===== config.mk =====
export PLATFORM = sky130hd
export DESIGN_NAME = uc_prog_mem_server
export DESIGN_NICKNAME = d
export VERILOG_FILES = /design/src/rtl/uc_prog_mem_server.sv
export SDC_FILE = /design/constraint.sdc
export NUM_CORES = 2
export LEC_CHECK = 0
export ABC_AREA = 1
export BUFFER_PORTS_ARGS = -buffer_cell sky130_fd_sc_hd__buf_2
export CAP_MARGIN = 0
export CORE_ASPECT_RATIO = 1.75
export CORE_MARGIN = 1.5
export CORE_UTILIZATION = 55
export DETAILED_ROUTE_END_ITERATION = 12
export GPL_TIMING_DRIVEN = 0
export PLACE_DENSITY = 0.67
export RECOVER_POWER = 25
export REMOVE_ABC_BUFFERS = 1
export SYNTH_ARGS = -nofsm -noshare
export SYNTH_HDL_FRONTEND = slang
export SYNTH_SLANG_ARGS = --single-unit

===== constraint.sdc =====
create_clock -name clk -period 3.2 [get_ports clk]
set_input_delay 0.32 -clock clk [delete_from_list [all_inputs] [get_ports clk]]
set_output_delay 0.32 -clock clk [all_outputs]
set_load 0.03 [all_outputs]

===== src/rtl/uc_prog_mem_server.sv =====
`default_nettype none
// ==========================================================================================
// uc_prog_mem_server - host-loaded program memory with a registered fetch port; rev 1.0
// Define UC_PM_PARITY_EN to store and check an even-parity bit per stored word.
// ==========================================================================================
module uc_prog_mem_server #(
   parameter int DEPTH_W = 8,
   parameter int DATA_W  = 16
) (
   input  logic               clk,
   input  logic               arst_n,
   input  logic               load_start,
   input  logic [DEPTH_W:0]   load_len,
   input  logic               wr_valid,
   input  logic [DATA_W-1:0]  wr_data,
   output logic               wr_ready,
   input  logic [11:0]        pc_addr,
   output logic [DATA_W-1:0]  flash_data,
   output logic               clk_valid,
   output logic               booting,
   output logic [DEPTH_W:0]   load_cnt,
   output logic               err
);

   localparam int               c_WORDS   = 1 << DEPTH_W;
   localparam logic [DEPTH_W:0] c_MAX_LEN = {1'b1, {DEPTH_W{1'b0}}};
   localparam logic [DEPTH_W:0] c_ONE     = {{DEPTH_W{1'b0}}, 1'b1};
`ifdef UC_PM_PARITY_EN
   localparam int               c_MEM_W   = DATA_W + 1;
`else
   localparam int               c_MEM_W   = DATA_W;
`endif

   typedef enum logic [1:0] {
      ST_IDLE = 2'd0,
      ST_LOAD = 2'd1,
      ST_RUN  = 2'd2
   } state_t;

   state_t             r_state;
   logic [DEPTH_W:0]   r_len;
   logic [c_MEM_W-1:0] r_mem [c_WORDS];

   logic               w_fire;
   logic               w_len_ovf;
   logic [DEPTH_W:0]   w_len_sat;
   logic [DEPTH_W:0]   w_cnt_nxt;
   logic               w_addr_oob;
   logic [c_MEM_W-1:0] w_rd_word;
   logic [c_MEM_W-1:0] w_wr_word;
   logic               w_rd_bad;

   // A load_start in the same cycle aborts the load, so that word is not committed.
   assign w_fire     = wr_ready & wr_valid & ~load_start;
   assign w_len_ovf  = (load_len > c_MAX_LEN);
   assign w_len_sat  = w_len_ovf ? c_MAX_LEN : load_len;
   assign w_cnt_nxt  = load_cnt + c_ONE;
   assign w_addr_oob = ((pc_addr >> DEPTH_W) != 12'd0);
   assign w_rd_word  = r_mem[pc_addr[DEPTH_W-1:0]];

`ifdef UC_PM_PARITY_EN
   assign w_wr_word  = {^wr_data, wr_data};
   assign w_rd_bad   = ^w_rd_word;
`else
   assign w_wr_word  = wr_data;
   assign w_rd_bad   = 1'b0;
`endif

   always_ff @(posedge clk) begin
      if (w_fire) begin
         r_mem[load_cnt[DEPTH_W-1:0]] <= w_wr_word;
      end
   end

   always_ff @(posedge clk or negedge arst_n) begin
      if (!arst_n) begin
         r_state    <= ST_IDLE;
         r_len      <= '0;
         load_cnt   <= '0;
         wr_ready   <= 1'b0;
         clk_valid  <= 1'b0;
         booting    <= 1'b0;
         flash_data <= '0;
         err        <= 1'b0;
      end else begin
         if (load_start) begin
            load_cnt <= '0;
            r_len    <= w_len_sat;
            err      <= w_len_ovf;
            if (w_len_sat == '0) begin
               r_state   <= ST_RUN;
               wr_ready  <= 1'b0;
               clk_valid <= 1'b1;
               booting   <= 1'b0;
            end else begin
               r_state   <= ST_LOAD;
               wr_ready  <= 1'b1;
               clk_valid <= 1'b0;
               booting   <= 1'b1;
            end
         end else if (r_state == ST_LOAD && w_fire) begin
            load_cnt <= w_cnt_nxt;
            if (w_cnt_nxt == r_len) begin
               r_state   <= ST_RUN;
               wr_ready  <= 1'b0;
               clk_valid <= 1'b1;
               booting   <= 1'b0;
            end
         end

         // Leaving RUN always goes through load_start, so clearing here keeps the output 0 outside RUN.
         if (r_state == ST_RUN && !load_start) begin
            if (w_addr_oob || w_rd_bad) begin
               flash_data <= '0;
               err        <= 1'b1;
            end else begin
               flash_data <= w_rd_word[DATA_W-1:0];
            end
         end else begin
            flash_data <= '0;
         end
      end
   end

endmodule
`default_nettype wire


==> impl_metrics.csv <==
group,metric,value,unit
timing,finalMaxSlewViolations,1615,
cts,cts_tree,"yes",
place,dp_cells,17200,
finish,final_cell_area,189000,sq um
timing,setup_violations,246,
global_routing,top_usage_layer,"met2",
detailed_routing,vias,112000,
floorplanning,start_util,55.2,%
power_and_ir_drop,pwr-share-clk,39.6,%
yosys,synth.area.mux_share,0,%
timing,skew,38.2,ps
cts,htree_levels,5,
timing,fin_tns_setup,-18540,ps
yosys,post_synth_xor_area_fraction,0.0368,%
power_and_ir_drop,p_leak,65.3,nW
global_routing,met3_usage,5.27,%
critical_path,crit_top_cell,"nor2_2",
detailed_routing,ant_nets,0,
floorplanning,fp.coreArea,302000,sq um
yosys,syn_area,167000,sq um
finish,syn2layout_area_growth,13.2,%
floorplanning,row_count,267,
timing,slew_headroom,-113,%
power_and_ir_drop,p_total,0.111,W
power_and_ir_drop,peakVddDrop,0.537,mV
floorplanning,io_pins,70,
detailed_routing,drtIter0Drc,14900,
finish,nets,13700,
detailed_routing,wl,494000,um
flow_run,cap_viol_max_count,17,
yosys,synthSimpleGateAreaFrac,22.0,%
critical_path,cp-end-kind,"register",
global_routing,antenna_found_initial,12,
critical_path,cpPeakStageDelay,820,ps
global_routing,met2_usage,50.9,%
yosys,yosysSeqAreaShare,74.3,%
yosys,synth_edf_count,4096,
yosys,syn_avg_cell_area,12.1,sq um
cts,clkTransAtPathRegs,70,ps
finish,drive_gt1_share,9.44,%
timing,tightestPinTransition,3190,ps
place,io_buffers,69,
hold_path,hp-class,"primary input to register",
critical_path,crit_fanout,16,
yosys,synthAdderAreaFrac,0.0300,%
finish,multi_input_area,39600,sq um
place,place.gp.congestion,0.856,
floorplanning,die_w,419,um
floorplanning,die_h,731,um
power_and_ir_drop,sequentialPowerShare,53.9,%
yosys,synth_top_family_by_area,"simple AND/OR/NAND/NOR gates",
yosys,synth_warnings,0,
yosys,synth_cell_types,31,
status,failed_checks,"capacitance limit, slew limit, setup timing",
finish,fill_cells,22100,
detailed_routing,wire_per_inst,27.5,um
cts,cts_buffers,361,
detailed_routing,dr.pass1.iters,7,
global_routing,met1_usage,38.5,%
floorplanning,fp.dieArea,307000,sq um
yosys,ys_async_sr_fraction,0.895,%
critical_path,critPathLaunchType,"register",
global_routing,grt_pass1_vias,109000,
power_and_ir_drop,p_int,0.0857,W
yosys,ys_ff_latch,4133,
finish,final_cells,18000,
detailed_routing,vias_per_cell,6.23,
timing,period_needed,3470,ps
cts,insertion_delay,920,ps
finish,seq_area,124000,sq um
cts,cts.sink_count,4133,
critical_path,reg2reg_depth,5,
timing,max_freq,0.288,GHz
power_and_ir_drop,p_sw_share,22.5,%
critical_path,cp_cell_sequence,"inv_1, nor2_2, nand2_2, nor2_2, buf_6",
critical_path,cp_slowest_cell,"nor2_2",
place,placed_area,173000,sq um
hold_path,worstHoldPathCells,3,
cts,clock-root-buffer,"clkbuf_16",
detailed_routing,drc,0,
global_routing,grt-ovfl-total,0,
place,hpwl,253000,um
yosys,synth_compound_area_share,0.495,%
timing,finalHoldViolations,0,
critical_path,critPathKind,"register to register",
yosys,synth_ff_type,"edfxtp_1",
cts,cts_max_path_buffers,4,
critical_path,required,3810,ps
critical_path,crit_arrival,4080,ps
timing,rsz0062_at_grt,"yes",
power_and_ir_drop,cellPowerDensity,586,nW/um^2
global_routing,grt_pass1_wl,706000,um
global_routing,grt_max_degree,209,
timing,setup_ws,-273,ps
finish,final_common_cell,"nand2_1",
finish,final_cell_mix,"nand2_1, edfxtp_1, nand3_1, clkbuf_16, nor2_2",
power_and_ir_drop,p_comb_share,6.5,%
timing,finalCritPeriodShare,109,%
yosys,synthCells,13700,
timing,whs,78.8,ps
power_and_ir_drop,p_switching,0.0249,W
global_routing,grt_usage,31.3,%
status,status,"finished, violations left",
path summary, 6_finish.rpt:
kind | from | to | slack, ps
min in group asynchronous | arst_n | err$_DFF_PN0_ | 900
min reg2reg | r_len[7]$_DFFE_PN0P_ | r_len[7]$_DFFE_PN0P_ | 530
min | load_start | err$_DFF_PN0_ | 80
max in group asynchronous | arst_n | flash_data[4]$_DFF_PN0_ | 650
max reg2reg | load_cnt[5]$_DFFE_PN0P_ | r_mem[174][9]$_DFFE_PP_ | -270
max | load_cnt[5]$_DFFE_PN0P_ | r_mem[174][9]$_DFFE_PP_ | -270
area by class of cell:
class                   count  area share (%)
inverters                  37           0.119
clock buffers             441            5.07
diodes                      2         0.00265
repair inverters            5          0.0258
clock inverters           209            1.06
multi-input cells        8635            21.0
flip-flops and latches   4133            65.6
repair buffers            466            4.45
well taps                4035            2.67
power by group through the flow:
stage	sequential, W	clock (W)	combinational (W)
floorplan	0.0607	0	0.00367
global placement	0.0609	0	0.00817
detailed placement	0.0607	0	0.00636
CTS	0.0595	0.0440	0.00695
global route	0.0595	0.0460	0.00759
finish	0.0596	0.0438	0.00721
critical path: cells and delay by family (launching register included):
| kind | cells | cell delay [ps] |
|---|---|---|
| buf+inv | 2 | 370 |
| flops | 1 | 460 |
| simple gates | 3 | 2300 |
cells in the mapped netlist, types with 4 or more instances:
library cell / number / area (sq um)
a21oi_1: 35 / 175
buf_1: 119 / 447
buf_2: 417 / 2090
buf_4: 173 / 1300
buf_6: 50 / 563
clkbuf_1: 179 / 672
dfrtp_1: 37 / 926
edfxtp_1: 4096 / 123000
ha_1: 4 / 50.1
inv_1: 33 / 124
nand2_1: 4147 / 15600
nand3_1: 3870 / 19400
nand4_1: 4 / 25.0
nor2_1: 441 / 1660
o21ai_0: 72 / 360
o22ai_1: 42 / 263
xor2_1: 6 / 52.6
per-layer routing:
layer	wire length, um	up-vias
li1	-	48800
met1	170000	55200
met2	239000	6685
met3	48500	1266
met4	36800	8
met5	90	-
kinds of logic (layout without fill, tap and decap cells):
logic type,count (synthesis),in the layout
XOR/XNOR,7,7
adder cells (fa/ha/maj),4,4
AND/OR/NAND/NOR,8471,8471
AO/OA/AOI/OAI,153,153
buffers and inverters,977,1158
flip-flops,4133,4133
other,0,2
sequential cells by signal, indices dropped and copies added (netlist names):
name        flops
err             1
clk_valid       1
r_mem        4096
load_cnt        9
flash_data     16
r_len           9
r_state         1
metrics by stage:
step,utilization [%],setup WS (ps)
2_1_floorplan,-,-13700
3_5_place_dp,57.3,-3700
5_1_grt,62.5,-224
3_3_place_gp,55.3,-170330
6_report,62.5,-273
4_1_cts,62.3,-243
what timing repair did:
item	CTS	global route
endpoints found under the hold margin	826	0
resized for setup	183	84
endpoints found under the setup margin	3402	2561
gates cloned	57	14
hold buffers	39	0
pin swaps	31	11
buffers inserted	45	4
No activity file was read; power rests on OpenSTA's default activity.
